<file path="config.mk">
export PLATFORM = sky130hd
export DESIGN_NAME = asg_dac_slew_ctrl
export DESIGN_NICKNAME = d
export VERILOG_FILES = /design/src/rtl/asg_dac_slew_ctrl.sv
export SDC_FILE = /design/constraint.sdc
export NUM_CORES = 1
export LEC_CHECK = 0
export CORE_ASPECT_RATIO = 0.7
export CORE_UTILIZATION = 49
export CTS_CLUSTER_DIAMETER = 150
export DETAILED_ROUTE_END_ITERATION = 8
export PLACE_DENSITY = 0.89
export SYNTH_ARGS = -nofsm -noshare
export SYNTH_HDL_FRONTEND = slang
export SYNTH_SLANG_ARGS = --single-unit
</file>
<file path="constraint.sdc">
create_clock -name dac_clk_i -period 6.3 [get_ports dac_clk_i]
set_input_delay 0.63 -clock dac_clk_i [delete_from_list [all_inputs] [get_ports dac_clk_i]]
set_output_delay 0.63 -clock dac_clk_i [all_outputs]
set_load 0.01 [all_outputs]
</file>
<file path="src/rtl/asg_dac_slew_ctrl.sv">
// Slew-rate limiter and park/release sequencer between an ASG channel and its DAC pins.
// Keeps the analog output free of steps when a channel is armed, disabled or parked.
module asg_dac_slew_ctrl #(
  parameter int DW   = 14,
  parameter int DIVW = 16
) (
  input  logic            dac_clk_i,
  input  logic            dac_rst_i,
  input  logic [DW-1:0]   dat_i,
  input  logic            set_en_i,
  input  logic            set_park_i,
  input  logic [DW-1:0]   set_park_val_i,
  input  logic [DW-1:0]   set_step_i,
  input  logic [DIVW-1:0] set_div_i,
  input  logic            clr_cnt_i,
  output logic [DW-1:0]   dac_o,
  output logic            slewing_o,
  output logic            parked_o,
  output logic [31:0]     lim_cnt_o
);

  typedef enum logic [1:0] {
    ST_BYPASS  = 2'd0,
    ST_TRACK   = 2'd1,
    ST_PARK    = 2'd2,
    ST_RELEASE = 2'd3
  } state_e;

  state_e          state_q, state_d;
  logic [DW-1:0]   dac_q, dac_d;
  logic            slew_q, slew_d;
  logic            parked_q, parked_d;
  logic [31:0]     lim_q, lim_d;
  logic [DIVW-1:0] div_q, div_d;

  logic            tick;
  logic [DW-1:0]   target;
  logic [DW:0]     dac_ext, diff, abs_diff, step_ext, stepped;
  logic            limited;
  logic [DW-1:0]   slew_val;

  // All magnitude work is done one bit wider so full-scale swings cannot wrap.
  always_comb begin
    tick     = (div_q == '0);
    div_d    = tick ? set_div_i : div_q - DIVW'(1);
    target   = (state_q == ST_PARK) ? set_park_val_i : dat_i;
    dac_ext  = {dac_q[DW-1], dac_q};
    diff     = {target[DW-1], target} - dac_ext;
    abs_diff = diff[DW] ? (~diff + (DW+1)'(1)) : diff;
    step_ext = {1'b0, set_step_i};
    limited  = (abs_diff > step_ext);
    stepped  = diff[DW] ? (dac_ext - step_ext) : (dac_ext + step_ext);
    slew_val = limited ? stepped[DW-1:0] : target;
  end

  always_comb begin
    state_d = state_q;
    dac_d   = dac_q;
    slew_d  = slew_q;
    case (state_q)
      ST_BYPASS: begin
        dac_d  = dat_i;
        slew_d = 1'b0;
        if (set_park_i)    state_d = ST_PARK;
        else if (set_en_i) state_d = ST_TRACK;
      end
      default: begin
        if (tick) begin
          dac_d  = slew_val;
          slew_d = limited;
        end
        case (state_q)
          ST_TRACK: begin
            if (set_park_i)     state_d = ST_PARK;
            else if (!set_en_i) state_d = ST_RELEASE;
          end
          ST_PARK: begin
            if (!set_park_i) state_d = set_en_i ? ST_TRACK : ST_RELEASE;
          end
          default: begin
            if (set_park_i)              state_d = ST_PARK;
            else if (set_en_i)           state_d = ST_TRACK;
            else if (tick && !limited)   state_d = ST_BYPASS;
          end
        endcase
      end
    endcase
  end

  // parked lags the output by one cycle and drops as soon as PARK is left.
  always_comb begin
    parked_d = (state_q == ST_PARK) && (state_d == ST_PARK) && (dac_q == set_park_val_i);
    lim_d    = lim_q;
    if (clr_cnt_i)
      lim_d = '0;
    else if (tick && (state_q != ST_BYPASS) && limited && (lim_q != 32'hFFFF_FFFF))
      lim_d = lim_q + 32'd1;
  end

  always_ff @(posedge dac_clk_i) begin
    if (dac_rst_i) begin
      state_q  <= ST_BYPASS;
      dac_q    <= '0;
      slew_q   <= 1'b0;
      parked_q <= 1'b0;
      lim_q    <= '0;
      div_q    <= '0;
    end else begin
      state_q  <= state_d;
      dac_q    <= dac_d;
      slew_q   <= slew_d;
      parked_q <= parked_d;
      lim_q    <= lim_d;
      div_q    <= div_d;
    end
  end

  assign dac_o     = dac_q;
  assign slewing_o = slew_q;
  assign parked_o  = parked_q;
  assign lim_cnt_o = lim_q;

endmodule

</file>
* Word level (Yosys, flattened, before mapping)
Index checks and enable logic that the tools add are counted.
W data, S select, Z words.
** Word-level totals
- Flip-flop bits (word level) :: 66
- Input port bits :: 63
- Output and inout bits :: 48
- Word-level logic and storage cells :: 50
** Cells by class
- Add/subtract/negate cells :: 6
- $lt $le $gt $ge :: 1
- Eq/ne operators :: 5
- Muxes and demuxes :: 18
- Bitwise logic cells :: 1
- Reductions and logical operators :: 13
** Operator list (count)
- $mux W14 :: 5
- $add A32 B1 Y32 const B :: 1
- $ne A32 B32 Y1 const B :: 1
- $mux W2 :: 10
- $logic_not A16 Y1 :: 1
- $mux W16 :: 1
- $sub A16 B1 Y16 const B :: 1
- $add A15 B1 Y15 const B :: 1
- $gt A15 B14 Y1 :: 1
- $mux W15 :: 1
- $not A15 Y15 :: 1
- $sub A14 B14 Y15 :: 1
- $add A14 B14 Y14 :: 1
- $eq A14 B14 Y1 :: 1
- $sub A14 B14 Y14 :: 1
- $logic_and A1 B1 Y1 :: 6
- $eq A2 B2 Y1 const B :: 2
- $pmux W2 S2 :: 1
- $reduce_bool A2 Y1 :: 2
- $reduce_or A2 Y1 :: 2
- $eq A2 B1 Y1 const B :: 1
- $logic_not A2 Y1 :: 1
- $logic_not A1 Y1 :: 1

* Depth between registers and ports, before layout
Gate-level depths: netlist (run 1).
- Word-level depth :: 17
- Gate-level depth with buffers :: 29
- Mapped depth without buffers :: 24

* Least setup slack after synthesis (run 1)
Ideal clock, no wire load.
- Path kind :: flip-flop to flip-flop
- Start point :: register state_q[0]
- End point :: register lim_q[1] (netlist: lim_cnt_o[1])
- Setup time :: 0.128 ns
- Arrival :: 5.763 ns
- Required time :: 6.172 ns
- Setup slack :: 0.409 ns
- Stages on the path, launching flop included :: 30
- Path buffers :: 6
- Clock period less this slack :: 5.891 ns
- Cells stage by stage :: dfxtp_1 > inv_1 > ha_1 > clkbuf_1 > buf_1 > mux2i_1 > ha_1 > fa_1 > nand2b_1 > a21oi_1 > o21a_1 > o21ai_0 > nand2_1 > and2_1 > clkbuf_1 > clkbuf_1 > nor2_1 > a21oi_1 > ha_1 > nor2b_1 > o21a_1 > o211ai_1 > a21oi_1 > nor3_1 > o21ai_1 > o211ai_2 > clkbuf_1 > clkbuf_1 > mux2i_1 > nor2_1
** On the way
- Cells in the longest elaborated chain, start to end :: 9
- Elaborated cells on any way between the ends :: 11
- Those cells by class :: add/sub (2); order compare (1); eq/ne (1); mux (2); bitwise (1); reduce/logical (4)
** Ends and longest elaborated chain
- start, declared :: line 29 : state_e state_q, state_d;
- start signal, assigned :: line 109 : state_q <= state_d;
- $eq A2 B2 Y1 :: line 46 : target = (state_q == ST_PARK) ? set_park_val_i : dat_i;
- $mux W14 :: line 46
- $sub A14 B14 Y15 :: line 48 : diff = {target[DW-1], target} - dac_ext;
- $not A15 Y15 :: line 49 : abs_diff = diff[DW] ? (~diff + (DW+1)'(1)) : diff;
- $add A15 B1 Y15 :: line 49
- $mux W15 :: line 49
- $gt A15 B14 Y1 :: line 51 : limited = (abs_diff > step_ext);
- $logic_and A1 B1 Y1 (*) (2 in a row) :: line 96 : else if (tick && (state_q != ST_BYPASS) && limited && (lim_q != 32'hFFFF_FFFF))
- end signal, assigned :: line 113 : lim_q <= lim_d;
- end, declared :: line 33 : logic [31:0] lim_q, lim_d;
Every way passes the cells marked *; elsewhere a longest branch is shown, timed or not.
A chain may end at the register's enable or synchronous reset.

* Final worst setup path (run 1)
- Start point :: register state_q[0]
- End point :: register dac_q[13] (netlist: dac_o[13])
** On the way
- Cells in the longest elaborated chain, start to end :: 10
- Elaborated cells on any way between the ends :: 13
- Those cells by class :: add/sub (2); order compare (1); eq/ne (1); mux (6); bitwise (1); reduce/logical (2)
** Ends and longest elaborated chain
- $eq A2 B2 Y1 :: line 46
- $mux W14 :: line 46
- $sub A14 B14 Y15 :: line 48
- $not A15 Y15 :: line 49
- $add A15 B1 Y15 :: line 49
- $mux W15 :: line 49
- $gt A15 B14 Y1 :: line 51
- $mux W14 :: line 53 : slew_val = limited ? stepped[DW-1:0] : target;
- $mux W14 :: line 68 : if (tick) begin
- $mux W14 :: line 60 : case (state_q)
- end signal, assigned :: line 103 : dac_q <= '0;
- end signal, assigned :: line 110 : dac_q <= dac_d;
- end, declared :: line 30 : logic [DW-1:0] dac_q, dac_d;
Parallel ways exist; a longest one is shown, timed or not. The select of a mux whose other input is x is not followed.

==> results of run 1 <==
[critical path: stages (launching register included)]
cell,delay [ns]
sky130_fd_sc_hd__dfxtp_1,0.35
sky130_fd_sc_hd__inv_1,0.14
sky130_fd_sc_hd__ha_4,0.28
sky130_fd_sc_hd__buf_4,0.23
sky130_fd_sc_hd__mux2_2,0.37
sky130_fd_sc_hd__ha_1,0.31
sky130_fd_sc_hd__buf_4,0.13
sky130_fd_sc_hd__a21oi_1,0.06
sky130_fd_sc_hd__o21ai_0,0.43
sky130_fd_sc_hd__o21ai_0,0.23
sky130_fd_sc_hd__nand2_1,0.12
sky130_fd_sc_hd__and2_1,0.24
sky130_fd_sc_hd__buf_4,0.19
sky130_fd_sc_hd__o31ai_1,0.09
sky130_fd_sc_hd__xnor2_1,0.15
sky130_fd_sc_hd__ha_1,0.31
sky130_fd_sc_hd__o21a_1,0.11
sky130_fd_sc_hd__o31a_1,0.12
sky130_fd_sc_hd__o41ai_1,0.40
sky130_fd_sc_hd__o21ai_0,0.29
sky130_fd_sc_hd__o41ai_2,0.37
sky130_fd_sc_hd__o21ai_0,0.22
sky130_fd_sc_hd__xor2_1,0.20
sky130_fd_sc_hd__o31ai_1,0.21
sky130_fd_sc_hd__o2bb2ai_1,0.13
[worst max path at each step]
stage                          startpoint                          to  slack [ns]  cells after the start
detailed placement      set_park_val_i[0]      dac_o[13]$_SDFFE_PP0P_        0.08                     23
floorplan           state_q[0]$_SDFF_PP0_   lim_cnt_o[1]$_SDFFE_PP0P_        0.41                     29
global route        state_q[0]$_SDFF_PP0_  lim_cnt_o[31]$_SDFFE_PP0P_       0.008                     26
finish              state_q[0]$_SDFF_PP0_      dac_o[13]$_SDFFE_PP0P_        0.55                     24
global placement        set_park_val_i[0]      dac_o[13]$_SDFFE_PP0P_        0.32                     22
CTS                 state_q[0]$_SDFF_PP0_      dac_o[13]$_SDFFE_PP0P_        0.08                     24
[cells by family after synthesis]
logic type / Yosys count / share of synthesized area
AOI/OAI and AO/OA: 216 / 0.238
adders and majority gates: 50 / 0.106
muxes: 22 / 0.0390
and+or+nand+nor: 285 / 0.245
xor gates and xnor gates: 67 / 0.0972
DFF: 66 / 0.219
buffers and inverters: 85 / 0.0555
[Yosys cell counts (3+ instances only)]
library cell	n
sky130_fd_sc_hd__o21ai_0	45
sky130_fd_sc_hd__ha_1	48
sky130_fd_sc_hd__a21boi_0	4
sky130_fd_sc_hd__mux2_2	12
sky130_fd_sc_hd__nand2b_1	6
sky130_fd_sc_hd__inv_1	51
sky130_fd_sc_hd__o41ai_1	9
sky130_fd_sc_hd__or2_2	5
sky130_fd_sc_hd__dfxtp_1	66
sky130_fd_sc_hd__clkbuf_1	30
sky130_fd_sc_hd__o311a_1	3
sky130_fd_sc_hd__nor4_1	13
sky130_fd_sc_hd__mux2i_1	10
sky130_fd_sc_hd__o211ai_1	9
sky130_fd_sc_hd__nor3_1	31
sky130_fd_sc_hd__o22ai_1	10
sky130_fd_sc_hd__or4_4	3
sky130_fd_sc_hd__or3_1	24
sky130_fd_sc_hd__xor2_1	13
sky130_fd_sc_hd__nor2_1	62
sky130_fd_sc_hd__o21a_1	11
sky130_fd_sc_hd__a211oi_1	20
sky130_fd_sc_hd__nand4_1	11
sky130_fd_sc_hd__nand3_1	25
sky130_fd_sc_hd__nor2b_1	9
sky130_fd_sc_hd__or4_1	12
sky130_fd_sc_hd__o31ai_1	4
sky130_fd_sc_hd__o31a_1	7
sky130_fd_sc_hd__xnor2_1	54
sky130_fd_sc_hd__a2111oi_0	3
sky130_fd_sc_hd__o311ai_0	8
sky130_fd_sc_hd__nand2_1	63
sky130_fd_sc_hd__a31oi_1	8
sky130_fd_sc_hd__and2_1	6
sky130_fd_sc_hd__a311oi_1	4
sky130_fd_sc_hd__a21oi_1	49
sky130_fd_sc_hd__a21o_1	7
[final cells by class]
cell class | count | area share
Tap cell | 157 | 0.0255
Sequential cell | 66 | 0.171
Inverter | 51 | 0.0248
Clock inverter | 7 | 0.0133
Timing Repair Buffer | 128 | 0.164
Clock buffer | 9 | 0.0292
Multi-Input combinational cell | 640 | 0.572
[placed cells by master (no fill, tap or decap), types with 25 or more instances in the layout]
| master | netlist | layout |
|---|---|---|
| sky130_fd_sc_hd__nor3_1 | 31 | 30 |
| sky130_fd_sc_hd__nand2_1 | 63 | 63 |
| sky130_fd_sc_hd__xnor2_1 | 54 | 54 |
| sky130_fd_sc_hd__o21ai_0 | 45 | 45 |
| sky130_fd_sc_hd__ha_1 | 48 | 47 |
| sky130_fd_sc_hd__clkdlybuf4s50_1 | 0 | 110 |
| sky130_fd_sc_hd__nor2_1 | 62 | 62 |
| sky130_fd_sc_hd__inv_1 | 51 | 51 |
| sky130_fd_sc_hd__a21oi_1 | 49 | 48 |
| sky130_fd_sc_hd__nand3_1 | 25 | 25 |
| sky130_fd_sc_hd__dfxtp_1 | 66 | 66 |
[power by group]
group	switching [W]	leakage, nW	internal [W]
clock	0.000198	0.156	0.000349
combinational	0.000924	2.15	0.000740
sequential	0.0000700	0.538	0.000473
total	0.00119	2.84	0.00156
[stage by stage]
| stage | hold slack, ns | util | setup WS [ns] |
|---|---|---|---|
| after CTS | 0.477 | 0.648 | 0.0820 |
| after global placement | 0.455 | 0.621 | 0.318 |
| final | 0.477 | 0.651 | 0.547 |
| after floorplan | 0.427 | - | 0.409 |
| after detailed placement | 0.452 | 0.621 | 0.0801 |
| after global routing | 0.504 | 0.651 | 0.00835 |
[state kept, by name (all words and copies together) (netlist names)]
signal	cells
dac_o	14
state_q	2
slewing_o	1
parked_o	1
div_q	16
lim_cnt_o	32
[layer usage]
metal	track usage	vias up	part of all wire
li1	-	3147	-
met1	0.424	2929	0.47
met2	0.435	347	0.41
met3	0.0746	31	0.10
met4	0.0768	0	0.016
met5	0	-	0
[repair_timing]
action	in CTS	in global routing
endpoints found under the setup margin	0	48
resized for setup	0	6
hold buffers	0	0
==> impl_metrics.xml, run 1 <==
<?xml version="1.0" encoding="UTF-8"?>
<metrics>
  <group name="run_status">
    <metric name="run_status" unit="">complete, no violations</metric>
  </group>
  <group name="min_path">
    <metric name="min-delay-path-class" unit="">reg -&gt; reg</metric>
    <metric name="sink_of_the_worst_hold_path" unit="">lim_cnt_o[11]$_SDFFE_PP0P_</metric>
    <metric name="min_from" unit="">lim_cnt_o[11]$_SDFFE_PP0P_</metric>
    <metric name="whs_path_depth" unit="">2</metric>
  </group>
  <group name="pwr">
    <metric name="cellPowerDensity" unit="nW/um^2">357</metric>
    <metric name="static_leakage" unit="nW">2.84</metric>
    <metric name="finalPower" unit="W">0.00275</metric>
    <metric name="vdd_drop_max" unit="uV">188</metric>
  </group>
  <group name="global_route">
    <metric name="grt_total_ovfl" unit="">0</metric>
    <metric name="grt_start_max_net_pins" unit="">47</metric>
    <metric name="first_pass_grt_wire_length" unit="mm">29.6</metric>
    <metric name="first_global_vias" unit="">5846</metric>
    <metric name="antenna_found_initial" unit="">0</metric>
    <metric name="global_route.usage.total" unit="">0.296</metric>
  </group>
  <group name="finish">
    <metric name="diodes" unit="">0</metric>
    <metric name="fill_count" unit="">979</metric>
    <metric name="post-route-cell-area" unit="sq um">7710</metric>
    <metric name="multi_input_area" unit="sq um">4410</metric>
    <metric name="area_growth" unit="%">27.7</metric>
    <metric name="final_layout_size_suffix_gt1_frac" unit="">0.0733</metric>
    <metric name="finish.cell_count_without_fillers" unit="">1058</metric>
    <metric name="fin_nets" unit="">1009</metric>
    <metric name="ff_latch_area" unit="sq um">1320</metric>
  </group>
  <group name="routing">
    <metric name="route.vias.total" unit="">6454</metric>
    <metric name="routed_wirelength" unit="mm">18.5</metric>
    <metric name="drt-pass1-iter-count" unit="">5</metric>
    <metric name="post_drt_via_cell_ratio" unit="">6.10</metric>
    <metric name="remaining_drc_errors" unit="">0</metric>
    <metric name="drtAntennaViolNets" unit="">0</metric>
    <metric name="drt_first_iter_violations" unit="">845</metric>
    <metric name="wire_per_inst" unit="microns">17.4</metric>
  </group>
  <group name="setup_path">
    <metric name="crit_required" unit="ns">6.57</metric>
    <metric name="critical_path.endpoint_type" unit="">flop</metric>
    <metric name="crit_path_max_fanout" unit="">12</metric>
    <metric name="timing.rr.end" unit="">dac_o[13]$_SDFFE_PP0P_</metric>
    <metric name="crit-reg2reg-launch" unit="">state_q[0]$_SDFF_PP0_</metric>
    <metric name="worstRegToRegCells" unit="">24</metric>
    <metric name="worst-setup-path-type" unit="">reg -&gt; reg</metric>
    <metric name="critical_path_arrival" unit="ns">6.02</metric>
    <metric name="reg2reg_setup_slack" unit="ns">0.55</metric>
    <metric name="start_kind" unit="">flop</metric>
  </group>
  <group name="clocking">
    <metric name="cts_inserted_buffers" unit="">9</metric>
    <metric name="worst_setup_hold_path_clk_slew" unit="ns">0.06</metric>
    <metric name="tritoncts" unit="">yes</metric>
    <metric name="postCtsSetupRepairBufs" unit="">0</metric>
    <metric name="clk_latency" unit="ns">0.34</metric>
    <metric name="cts_root_buf" unit="">sky130_fd_sc_hd__clkbuf_16</metric>
    <metric name="cts.sink_count" unit="">66</metric>
    <metric name="ctsLongestPathBuffers" unit="">2</metric>
    <metric name="ctsHtreeMaxLevel" unit="">3</metric>
  </group>
  <group name="die">
    <metric name="design.die.area" unit="sq um">12800</metric>
    <metric name="chipWidth" unit="microns">135</metric>
    <metric name="rows" unit="">33</metric>
    <metric name="floorplan.die.height" unit="microns">94.9</metric>
    <metric name="placeableCoreArea" unit="sq um">11900</metric>
    <metric name="io_pins" unit="">111</metric>
    <metric name="initial_core_util" unit="">0.509</metric>
  </group>
  <group name="synthesis">
    <metric name="yosys_warnings" unit="">0</metric>
    <metric name="yosys.cell_types.count" unit="">64</metric>
    <metric name="yosys_register_bits" unit="">66</metric>
    <metric name="netlist_area" unit="sq um">6040</metric>
    <metric name="synthDominantAreaCellType" unit="">sky130_fd_sc_hd__dfxtp_1</metric>
    <metric name="synth.yosys.seq_area_share" unit="">0.219</metric>
    <metric name="synthArstFlopShare" unit="">0</metric>
    <metric name="syn_nets" unit="">904</metric>
    <metric name="synth_edf_count" unit="">0</metric>
    <metric name="synth.avg_cell_area" unit="sq um">7.63</metric>
    <metric name="post_synth_inst_count" unit="">791</metric>
    <metric name="synth_largest_type_area_fraction" unit="">0.219</metric>
    <metric name="postSynth.topFlopCell" unit="">sky130_fd_sc_hd__dfxtp_1</metric>
    <metric name="netlist_top_cells_area" unit="">sky130_fd_sc_hd__dfxtp_1 22%, sky130_fd_sc_hd__ha_1 9.9%, sky130_fd_sc_hd__xnor2_1 7.8%, sky130_fd_sc_hd__a21oi_1 4.1%, sky130_fd_sc_hd__nand2_1 3.9%</metric>
  </group>
  <group name="timing">
    <metric name="worst_clock_skew" unit="ns">0.00868</metric>
    <metric name="worstMarginPinSlew" unit="ns">0.814</metric>
    <metric name="period_needed" unit="ns">5.75</metric>
    <metric name="hold_viol_final" unit="">0</metric>
    <metric name="totalNegativeSetupSlack" unit="ns">0</metric>
    <metric name="drv_slew" unit="">0</metric>
    <metric name="report.final.setup_viol" unit="">0</metric>
    <metric name="layout_worst_path_cycle_share" unit="">0.913</metric>
    <metric name="slew_margin_rel" unit="">0.455</metric>
    <metric name="fmax" unit="GHz">0.174</metric>
    <metric name="rsz0062_at_grt" unit="">false</metric>
  </group>
  <group name="flow_run">
    <metric name="max_cap_violations" unit="">0</metric>
  </group>
  <group name="placed_design">
    <metric name="place.port_buffers" unit="">110</metric>
    <metric name="dp_hpwl" unit="mm">14.0</metric>
    <metric name="place.gp.congestion" unit="">0.926</metric>
    <metric name="placed_cells" unit="">1042</metric>
    <metric name="placement.cell_area" unit="sq um">7360</metric>
  </group>
</metrics>
(Power assumes the default switching activity.)
==> run 2: changes to the inputs <==
--- a/config.mk
+++ b/config.mk
@@ -5,11 +5,12 @@
 export SDC_FILE = /design/constraint.sdc
 export NUM_CORES = 1
 export LEC_CHECK = 0
+export ABC_AREA = 1
 export CORE_ASPECT_RATIO = 0.7
-export CORE_UTILIZATION = 49
+export CORE_UTILIZATION = 55
 export CTS_CLUSTER_DIAMETER = 150
 export DETAILED_ROUTE_END_ITERATION = 8
-export PLACE_DENSITY = 0.89
+export PLACE_DENSITY = 0.93
 export SYNTH_ARGS = -nofsm -noshare
 export SYNTH_HDL_FRONTEND = slang
 export SYNTH_SLANG_ARGS = --single-unit
==> constraint.sdc (replaced) <==
create_clock -name dac_clk_i -period 5.98 [get_ports dac_clk_i]
set_input_delay 0.598 -clock dac_clk_i [delete_from_list [all_inputs] [get_ports dac_clk_i]]
set_output_delay 0.598 -clock dac_clk_i [all_outputs]
set_load 0.01 [all_outputs]
==> run 2 against run 1 <==
Compared with the run above:
- combinational power increased by 62%
- global-route usage increased by 3.8 points
- sequential share of layout area decreased by 0.93 points
- critical path type unchanged
- clock skew is 0.0011 ns lower
- largest power group unchanged
- critical endpoint is now lim_cnt_o[21]$_SDFFE_PP0P_
- worst setup slack lost 0.021 ns
- synthesized cell count is 30% higher
- design area increased by 5.7%
- sequential power increased by 6.1%
- highest routed layer unchanged
- routed wire length rose by 14%
- worst hold slack got worse by 0.047 ns
- fmax rose by 5.5%
- core utilization increased by 4.0 points
==> impl_metrics.xml, run 2 <==
<?xml version="1.0" encoding="UTF-8"?>
<metrics>
  <group name="global_route">
    <metric name="antenna_found_initial" unit="">0</metric>
    <metric name="first_pass_grt_wire_length" unit="mm">33.1</metric>
    <metric name="global_route.usage.total" unit="">0.333</metric>
    <metric name="grt_start_max_net_pins" unit="">28</metric>
    <metric name="first_global_vias" unit="">6633</metric>
    <metric name="grt_total_ovfl" unit="">0</metric>
  </group>
  <group name="die">
    <metric name="floorplan.die.height" unit="microns">94.5</metric>
    <metric name="placeableCoreArea" unit="sq um">11800</metric>
    <metric name="rows" unit="">33</metric>
    <metric name="design.die.area" unit="sq um">12700</metric>
    <metric name="io_pins" unit="">111</metric>
    <metric name="initial_core_util" unit="">0.569</metric>
    <metric name="chipWidth" unit="microns">134</metric>
  </group>
  <group name="routing">
    <metric name="drt_first_iter_violations" unit="">870</metric>
    <metric name="wire_per_inst" unit="microns">16.3</metric>
    <metric name="post_drt_via_cell_ratio" unit="">5.69</metric>
    <metric name="routed_wirelength" unit="mm">21.0</metric>
    <metric name="drtAntennaViolNets" unit="">0</metric>
    <metric name="drt-pass1-iter-count" unit="">7</metric>
    <metric name="remaining_drc_errors" unit="">0</metric>
    <metric name="route.vias.total" unit="">7372</metric>
  </group>
  <group name="synthesis">
    <metric name="synth_largest_type_area_fraction" unit="">0.197</metric>
    <metric name="netlist_top_cells_area" unit="">sky130_fd_sc_hd__dfxtp_1 20%, sky130_fd_sc_hd__nand2_1 13%, sky130_fd_sc_hd__inv_1 9.1%, sky130_fd_sc_hd__ha_1 8.9%, sky130_fd_sc_hd__xor2_1 6.0%</metric>
    <metric name="synth.avg_cell_area" unit="sq um">6.51</metric>
    <metric name="synth_top_cells_by_count" unit="">235 x sky130_fd_sc_hd__nand2_1, 162 x sky130_fd_sc_hd__inv_1, 78 x sky130_fd_sc_hd__nor2_1, 67 x sky130_fd_sc_hd__a21oi_1, 66 x sky130_fd_sc_hd__dfxtp_1</metric>
    <metric name="netlist_area" unit="sq um">6720</metric>
    <metric name="synthArstFlopShare" unit="">0</metric>
    <metric name="yosys.cell_types.count" unit="">57</metric>
    <metric name="postSynth.topFlopCell" unit="">sky130_fd_sc_hd__dfxtp_1</metric>
    <metric name="synth.yosys.seq_area_share" unit="">0.197</metric>
    <metric name="yosys_register_bits" unit="">66</metric>
    <metric name="synthDominantAreaCellType" unit="">sky130_fd_sc_hd__dfxtp_1</metric>
    <metric name="yosys_warnings" unit="">0</metric>
    <metric name="post_synth_inst_count" unit="">1032</metric>
    <metric name="synth_edf_count" unit="">0</metric>
    <metric name="synth.most_common_cell" unit="">sky130_fd_sc_hd__nand2_1</metric>
    <metric name="syn_nets" unit="">1145</metric>
  </group>
  <group name="finish">
    <metric name="final_core_utilization" unit="">0.690</metric>
    <metric name="fin_nets" unit="">1246</metric>
    <metric name="area_growth" unit="%">21.4</metric>
    <metric name="layout_common_cells" unit="">235 x sky130_fd_sc_hd__nand2_1, 162 x sky130_fd_sc_hd__inv_1, 110 x sky130_fd_sc_hd__clkdlybuf4s50_1, 78 x sky130_fd_sc_hd__nor2_1, 67 x sky130_fd_sc_hd__a21oi_1</metric>
    <metric name="finish.cell_count_without_fillers" unit="">1295</metric>
    <metric name="largest_register_ff_count" unit="">32</metric>
    <metric name="layout.cells.most_common" unit="">sky130_fd_sc_hd__nand2_1</metric>
    <metric name="fill_count" unit="">1009</metric>
    <metric name="diodes" unit="">0</metric>
    <metric name="final_layout_size_suffix_gt1_frac" unit="">0.0773</metric>
  </group>
  <group name="min_path">
    <metric name="min_from" unit="">div_q[0]$_SDFF_PP0_</metric>
    <metric name="min-delay-path-class" unit="">reg -&gt; reg</metric>
  </group>
  <group name="clocking">
    <metric name="cts_root_buf" unit="">sky130_fd_sc_hd__clkbuf_16</metric>
    <metric name="postCtsSetupRepairBufs" unit="">0</metric>
    <metric name="clk_latency" unit="ns">0.34</metric>
    <metric name="tritoncts" unit="">yes</metric>
    <metric name="ctsLongestPathBuffers" unit="">2</metric>
    <metric name="cts_inserted_buffers" unit="">9</metric>
    <metric name="cts.sink_count" unit="">66</metric>
    <metric name="postCtsHoldBufs" unit="">0</metric>
    <metric name="worst_setup_hold_path_clk_slew" unit="ns">0.06</metric>
    <metric name="cts.repair.resized" unit="">0</metric>
    <metric name="ctsHtreeMaxLevel" unit="">3</metric>
  </group>
  <group name="timing">
    <metric name="rsz0062_at_grt" unit="">false</metric>
    <metric name="fmax" unit="GHz">0.183</metric>
    <metric name="drv_slew" unit="">0</metric>
    <metric name="totalNegativeSetupSlack" unit="ns">0</metric>
    <metric name="hold_viol_final" unit="">0</metric>
    <metric name="report.final.setup_viol" unit="">0</metric>
    <metric name="period_needed" unit="ns">5.45</metric>
    <metric name="worst_clock_skew" unit="ns">0.00754</metric>
    <metric name="layout_worst_path_cycle_share" unit="">0.912</metric>
    <metric name="worstMarginPinSlew" unit="ns">0.992</metric>
    <metric name="slew_margin_rel" unit="">0.336</metric>
  </group>
  <group name="placed_design">
    <metric name="dp_hpwl" unit="mm">16.5</metric>
    <metric name="place.gp.congestion" unit="">1.02</metric>
    <metric name="placed_cells" unit="">1279</metric>
    <metric name="place.port_buffers" unit="">110</metric>
  </group>
  <group name="setup_path">
    <metric name="worst-setup-path-type" unit="">reg -&gt; reg</metric>
    <metric name="crit-reg2reg-launch" unit="">state_q[0]$_SDFF_PP0_</metric>
    <metric name="critical-path-slowest-cell" unit="">sky130_fd_sc_hd__ha_1</metric>
    <metric name="crit_path_max_fanout" unit="">27</metric>
    <metric name="setup.worst_path.start" unit="">state_q[0]$_SDFF_PP0_</metric>
    <metric name="crit_required" unit="ns">6.24</metric>
    <metric name="worstRegToRegCells" unit="">30</metric>
    <metric name="worst_setup_path_endpoint" unit="">lim_cnt_o[21]$_SDFFE_PP0P_</metric>
    <metric name="critical_path.max_stage_delay" unit="ns">0.44</metric>
    <metric name="critical_path_arrival" unit="ns">5.71</metric>
    <metric name="start_kind" unit="">flop</metric>
    <metric name="timing.critical_path.mode_cell" unit="">sky130_fd_sc_hd__nand2_1</metric>
    <metric name="timing.rr.end" unit="">lim_cnt_o[21]$_SDFFE_PP0P_</metric>
    <metric name="reg2reg_setup_slack" unit="ns">0.53</metric>
    <metric name="critical_path.endpoint_type" unit="">flop</metric>
  </group>
  <group name="pwr">
    <metric name="vdd_drop_max" unit="uV">284</metric>
    <metric name="static_leakage" unit="nW">3.52</metric>
    <metric name="cellPowerDensity" unit="nW/um^2">467</metric>
  </group>
  <group name="run_status">
    <metric name="run_status" unit="">complete, no violations</metric>
  </group>
  <group name="flow_run">
    <metric name="max_cap_violations" unit="">0</metric>
  </group>
</metrics>
run 2: cell types whose count changed after synthesis, moves of 16 or more:
cell / delta
sky130_fd_sc_hd__a211oi_1: -20
sky130_fd_sc_hd__a21oi_1: +18
sky130_fd_sc_hd__clkbuf_1: -19
sky130_fd_sc_hd__inv_1: +111
sky130_fd_sc_hd__nand2_1: +172
sky130_fd_sc_hd__nand2_2: +19
sky130_fd_sc_hd__nor2_1: +16
sky130_fd_sc_hd__or3_1: -24
sky130_fd_sc_hd__xnor2_1: -28
sky130_fd_sc_hd__xor2_1: +33
run 2: report_power, final:
part           internal [W]  leakage (nW)  total [W]  switching [W]
clock              0.000324         0.147   0.000540       0.000216
combinational      0.000953          2.84    0.00269        0.00173
sequential         0.000507         0.538   0.000576      0.0000693
total               0.00178          3.52    0.00380        0.00202
run 2: how the worst min path moves through the flow:
| stage | endpoint | slack [ns] | depth (start not counted) |
|---|---|---|---|
| after detailed placement | div_q[0]$_SDFF_PP0_ | 0.43 | 1 |
| after floorplan | div_q[0]$_SDFF_PP0_ | 0.41 | 1 |
| final | div_q[0]$_SDFF_PP0_ | 0.43 | 1 |
| after global routing | div_q[0]$_SDFF_PP0_ | 0.47 | 1 |
| after global placement | div_q[0]$_SDFF_PP0_ | 0.42 | 1 |
| after CTS | div_q[0]$_SDFF_PP0_ | 0.43 | 1 |
run 2: layout make-up:
type                            count  area [sq um]  area share
Sequential cell                    66          1320       0.162
Tap cell                          157           196      0.0241
Inverter                          172           648      0.0795
Clock buffer                       10           229      0.0281
Multi-Input combinational cell    772          4570       0.561
Timing Repair Buffer              112          1120       0.137
Clock inverter                      6          66.3     0.00814
run 2: logic make-up after synthesis:
family,after synthesis,synth area share
DFF,66,0.197
AOI/OAI and AO/OA,179,0.162
and+or+nand+nor,470,0.328
adders and majority gates,50,0.0954
xor gates and xnor gates,72,0.0939
muxes,1,0.00149
buffers and inverters,194,0.122
run 2: per-layer routing:
layer / GRT usage / wire (microns) / vias up
met3: 0.0853 / 2670 / 49
met1: 0.473 / 9390 / 3295
li1: - / - / 3568
met5: 0 / 0 / -
met4: 0.103 / 445 / 0
met2: 0.490 / 8540 / 460
run 2: critical path: cells and delay by family, from the launching register on:
kind	cells	cell delay [ns]
AND/OR/NAND/NOR	13	1.35
buffers and inverters	6	1.29
AO/OA/AOI/OAI	7	1.13
adder cells (fa/ha/maj)	3	1.08
flip-flops	1	0.32
XOR/XNOR	1	0.16
run 2: through the flow:
step / setup WS, ns / total power [W] / cell area [sq um] / hold slack, ns
floorplan: 1.58 / 0.00260 / 6720 / 0.406
global placement: 0.715 / 0.00310 / 7860 / 0.422
detailed placement: 0.551 / 0.00317 / 7860 / 0.426
CTS: 0.651 / 0.00372 / 8150 / 0.433
global route: 0.0730 / 0.00409 / 8150 / 0.470
finish: 0.526 / 0.00380 / 8150 / 0.430
==> run 3: changes to the inputs <==
--- a/config.mk
+++ b/config.mk
@@ -10,7 +10,7 @@
 export CORE_UTILIZATION = 55
 export CTS_CLUSTER_DIAMETER = 150
 export DETAILED_ROUTE_END_ITERATION = 8
-export PLACE_DENSITY = 0.93
+export PLACE_DENSITY = 0.82
 export SYNTH_ARGS = -nofsm -noshare
 export SYNTH_HDL_FRONTEND = slang
 export SYNTH_SLANG_ARGS = --single-unit
==> run 3 against run 2 <==
Compared with the run above:
- sequential power hardly changed
- non-clock buffer count is 4 higher
- worst setup slack worse by 0.13 ns
- clock skew is 0.00091 ns higher
- highest routed layer is now met5
- critical endpoint is now lim_cnt_o[30]$_SDFFE_PP0P_
==> impl_metrics.xml, run 3 (synthesized netlist as in run 2, its figures left out) <==
<?xml version="1.0" encoding="UTF-8"?>
<metrics>
  <group name="run_status">
    <metric name="run_status" unit="">complete, no violations</metric>
  </group>
  <group name="pwr">
    <metric name="p_seq_frac" unit="">0.151</metric>
    <metric name="share_comb_of_total_power" unit="">0.705</metric>
    <metric name="net-switching-power" unit="W">0.00202</metric>
    <metric name="internal_power_consumption" unit="W">0.00181</metric>
    <metric name="cellPowerDensity" unit="nW/um^2">467</metric>
    <metric name="vdd_drop_max" unit="uV">337</metric>
    <metric name="finalPower" unit="W">0.00383</metric>
    <metric name="static_leakage" unit="nW">3.54</metric>
    <metric name="pwr-share-clk" unit="">0.144</metric>
    <metric name="sw_frac_of_total" unit="">0.527</metric>
  </group>
  <group name="timing">
    <metric name="totalNegativeSetupSlack" unit="ns">0</metric>
    <metric name="drv_slew" unit="">0</metric>
    <metric name="worst_clock_skew" unit="ns">0.00845</metric>
    <metric name="hold_viol_final" unit="">0</metric>
    <metric name="rsz0062_at_grt" unit="">false</metric>
    <metric name="fmax" unit="GHz">0.179</metric>
    <metric name="period_needed" unit="ns">5.58</metric>
    <metric name="layout_worst_path_cycle_share" unit="">0.934</metric>
    <metric name="report.final.setup_viol" unit="">0</metric>
    <metric name="slew_margin_rel" unit="">0.380</metric>
    <metric name="finalHoldWorstSlack" unit="ns">0.437</metric>
    <metric name="worstMarginPinSlew" unit="ns">0.921</metric>
  </group>
  <group name="setup_path">
    <metric name="worst-setup-path-type" unit="">reg -&gt; reg</metric>
    <metric name="crit_required" unit="ns">6.24</metric>
    <metric name="critical_path.max_stage_delay" unit="ns">0.45</metric>
    <metric name="reg2reg_setup_slack" unit="ns">0.40</metric>
    <metric name="critical-path-slowest-cell" unit="">sky130_fd_sc_hd__xnor2_1</metric>
    <metric name="timing.critical_path.mode_cell" unit="">sky130_fd_sc_hd__nand2_1</metric>
    <metric name="critical_path_arrival" unit="ns">5.84</metric>
    <metric name="start_kind" unit="">flop</metric>
    <metric name="crit_path_max_fanout" unit="">27</metric>
    <metric name="critical_path.endpoint_type" unit="">flop</metric>
  </group>
  <group name="global_route">
    <metric name="global_route.usage.met2" unit="">0.455</metric>
    <metric name="grt.busiest_layer" unit="">met1</metric>
    <metric name="grt_total_ovfl" unit="">0</metric>
    <metric name="grt_start_max_net_pins" unit="">28</metric>
    <metric name="groute.layer.met1.usage" unit="">0.508</metric>
    <metric name="antenna_found_initial" unit="">1</metric>
    <metric name="global_route.usage.total" unit="">0.336</metric>
    <metric name="first_pass_grt_wire_length" unit="mm">32.8</metric>
    <metric name="first_global_vias" unit="">6284</metric>
    <metric name="gr-usage-met3" unit="">0.108</metric>
  </group>
  <group name="min_path">
    <metric name="min-delay-path-class" unit="">reg -&gt; reg</metric>
  </group>
  <group name="routing">
    <metric name="route.vias.total" unit="">7214</metric>
    <metric name="post_drt_via_cell_ratio" unit="">5.55</metric>
    <metric name="remaining_drc_errors" unit="">0</metric>
    <metric name="drtAntennaViolNets" unit="">0</metric>
    <metric name="wire_per_inst" unit="microns">16.1</metric>
    <metric name="drt-pass1-iter-count" unit="">5</metric>
    <metric name="drt_first_iter_violations" unit="">691</metric>
    <metric name="routed_wirelength" unit="mm">21.0</metric>
  </group>
  <group name="placed_design">
    <metric name="place.gp.congestion" unit="">1.02</metric>
    <metric name="dp_hpwl" unit="mm">16.6</metric>
    <metric name="placed_cells" unit="">1283</metric>
    <metric name="place.port_buffers" unit="">110</metric>
  </group>
  <group name="die">
    <metric name="rows" unit="">33</metric>
    <metric name="chipWidth" unit="microns">134</metric>
    <metric name="placeableCoreArea" unit="sq um">11800</metric>
    <metric name="floorplan.die.height" unit="microns">94.5</metric>
    <metric name="design.die.area" unit="sq um">12700</metric>
    <metric name="initial_core_util" unit="">0.569</metric>
    <metric name="io_pins" unit="">111</metric>
  </group>
  <group name="clocking">
    <metric name="cts.repair.resized" unit="">0</metric>
    <metric name="cts_root_buf" unit="">sky130_fd_sc_hd__clkbuf_16</metric>
    <metric name="ctsLongestPathBuffers" unit="">2</metric>
    <metric name="clk_latency" unit="ns">0.35</metric>
    <metric name="ctsHtreeMaxLevel" unit="">3</metric>
    <metric name="postCtsHoldBufs" unit="">0</metric>
    <metric name="tritoncts" unit="">yes</metric>
    <metric name="worst_setup_hold_path_clk_slew" unit="ns">0.06</metric>
    <metric name="cts.sink_count" unit="">66</metric>
    <metric name="postCtsSetupRepairBufs" unit="">0</metric>
    <metric name="cts_inserted_buffers" unit="">9</metric>
  </group>
  <group name="finish">
    <metric name="final_core_utilization" unit="">0.694</metric>
    <metric name="layout.cells.most_common" unit="">sky130_fd_sc_hd__nand2_1</metric>
    <metric name="ff_latch_area" unit="sq um">1320</metric>
    <metric name="largest_register_ff_count" unit="">32</metric>
    <metric name="layout_common_cells" unit="">235 x sky130_fd_sc_hd__nand2_1, 162 x sky130_fd_sc_hd__inv_1, 110 x sky130_fd_sc_hd__clkdlybuf4s50_1, 78 x sky130_fd_sc_hd__nor2_1, 67 x sky130_fd_sc_hd__a21oi_1</metric>
    <metric name="fill_count" unit="">1080</metric>
    <metric name="diodes" unit="">0</metric>
    <metric name="final_layout_size_suffix_gt1_frac" unit="">0.0814</metric>
    <metric name="finish.cell_count_without_fillers" unit="">1299</metric>
    <metric name="area_growth" unit="%">22.0</metric>
    <metric name="multi_input_area" unit="sq um">4570</metric>
    <metric name="fin_nets" unit="">1250</metric>
  </group>
  <group name="flow_run">
    <metric name="max_cap_violations" unit="">0</metric>
  </group>
</metrics>
## run 3: cell types whose count changed in the layout (fill, tap and decap cells not counted)
cell / change
sky130_fd_sc_hd__buf_4: +4
sky130_fd_sc_hd__clkinvlp_4: +1
sky130_fd_sc_hd__clkbuf_8: +1
sky130_fd_sc_hd__clkinv_4: -1
sky130_fd_sc_hd__clkbuf_1: -1
## run 3: per-layer routing
layer  vias up  wire [microns]
met3        21            2480
met4         2             163
met1      3262           10300
met2       343            7980
met5         -              12
li1       3586               -
## run 3: final timing paths
| check | from | to | cells after the start |
|---|---|---|---|
| setup / recovery | state_q[0]$_SDFF_PP0_ | lim_cnt_o[30]$_SDFFE_PP0P_ | 30 |
| setup reg to reg | state_q[0]$_SDFF_PP0_ | lim_cnt_o[30]$_SDFFE_PP0P_ | 30 |
| hold reg to reg | div_q[0]$_SDFF_PP0_ | div_q[0]$_SDFF_PP0_ | 1 |
| hold / removal | div_q[0]$_SDFF_PP0_ | div_q[0]$_SDFF_PP0_ | 1 |
## run 3: layout make-up
type                            instances  area share
Clock buffer                           10      0.0292
Clock inverter                          6     0.00794
Inverter                              172      0.0791
Multi-Input combinational cell        772       0.559
Sequential cell                        66       0.161
Tap cell                              157      0.0240
Timing Repair Buffer                  116       0.140
## run 3: stage by stage
stage	worst slack (ns)	cell area [sq um]
3_3_place_gp	0.596	7890
5_1_grt	0.0400	8190
3_5_place_dp	0.555	7890
6_report	0.395	8190
2_1_floorplan	1.58	6720
4_1_cts	0.538	8190
## run 3: worst max-delay path, delay by kind of cell (launching register included)
kind / cells / cell delay, ns
adders and majority gates: 3 / 1.01
AOI/OAI and AO/OA: 3 / 0.47
buffers and inverters: 4 / 0.92
and+or+nand+nor: 18 / 2.21
DFF: 1 / 0.33
xor gates and xnor gates: 2 / 0.51
## run 3: power by group through the flow
stage,sequential [W],combinational [W],clock [W]
floorplan,0.000574,0.00202,0
global placement,0.000582,0.00259,0
finish,0.000577,0.00270,0.000553
CTS,0.000575,0.00264,0.000551
detailed placement,0.000583,0.00262,0
global route,0.000584,0.00298,0.000569
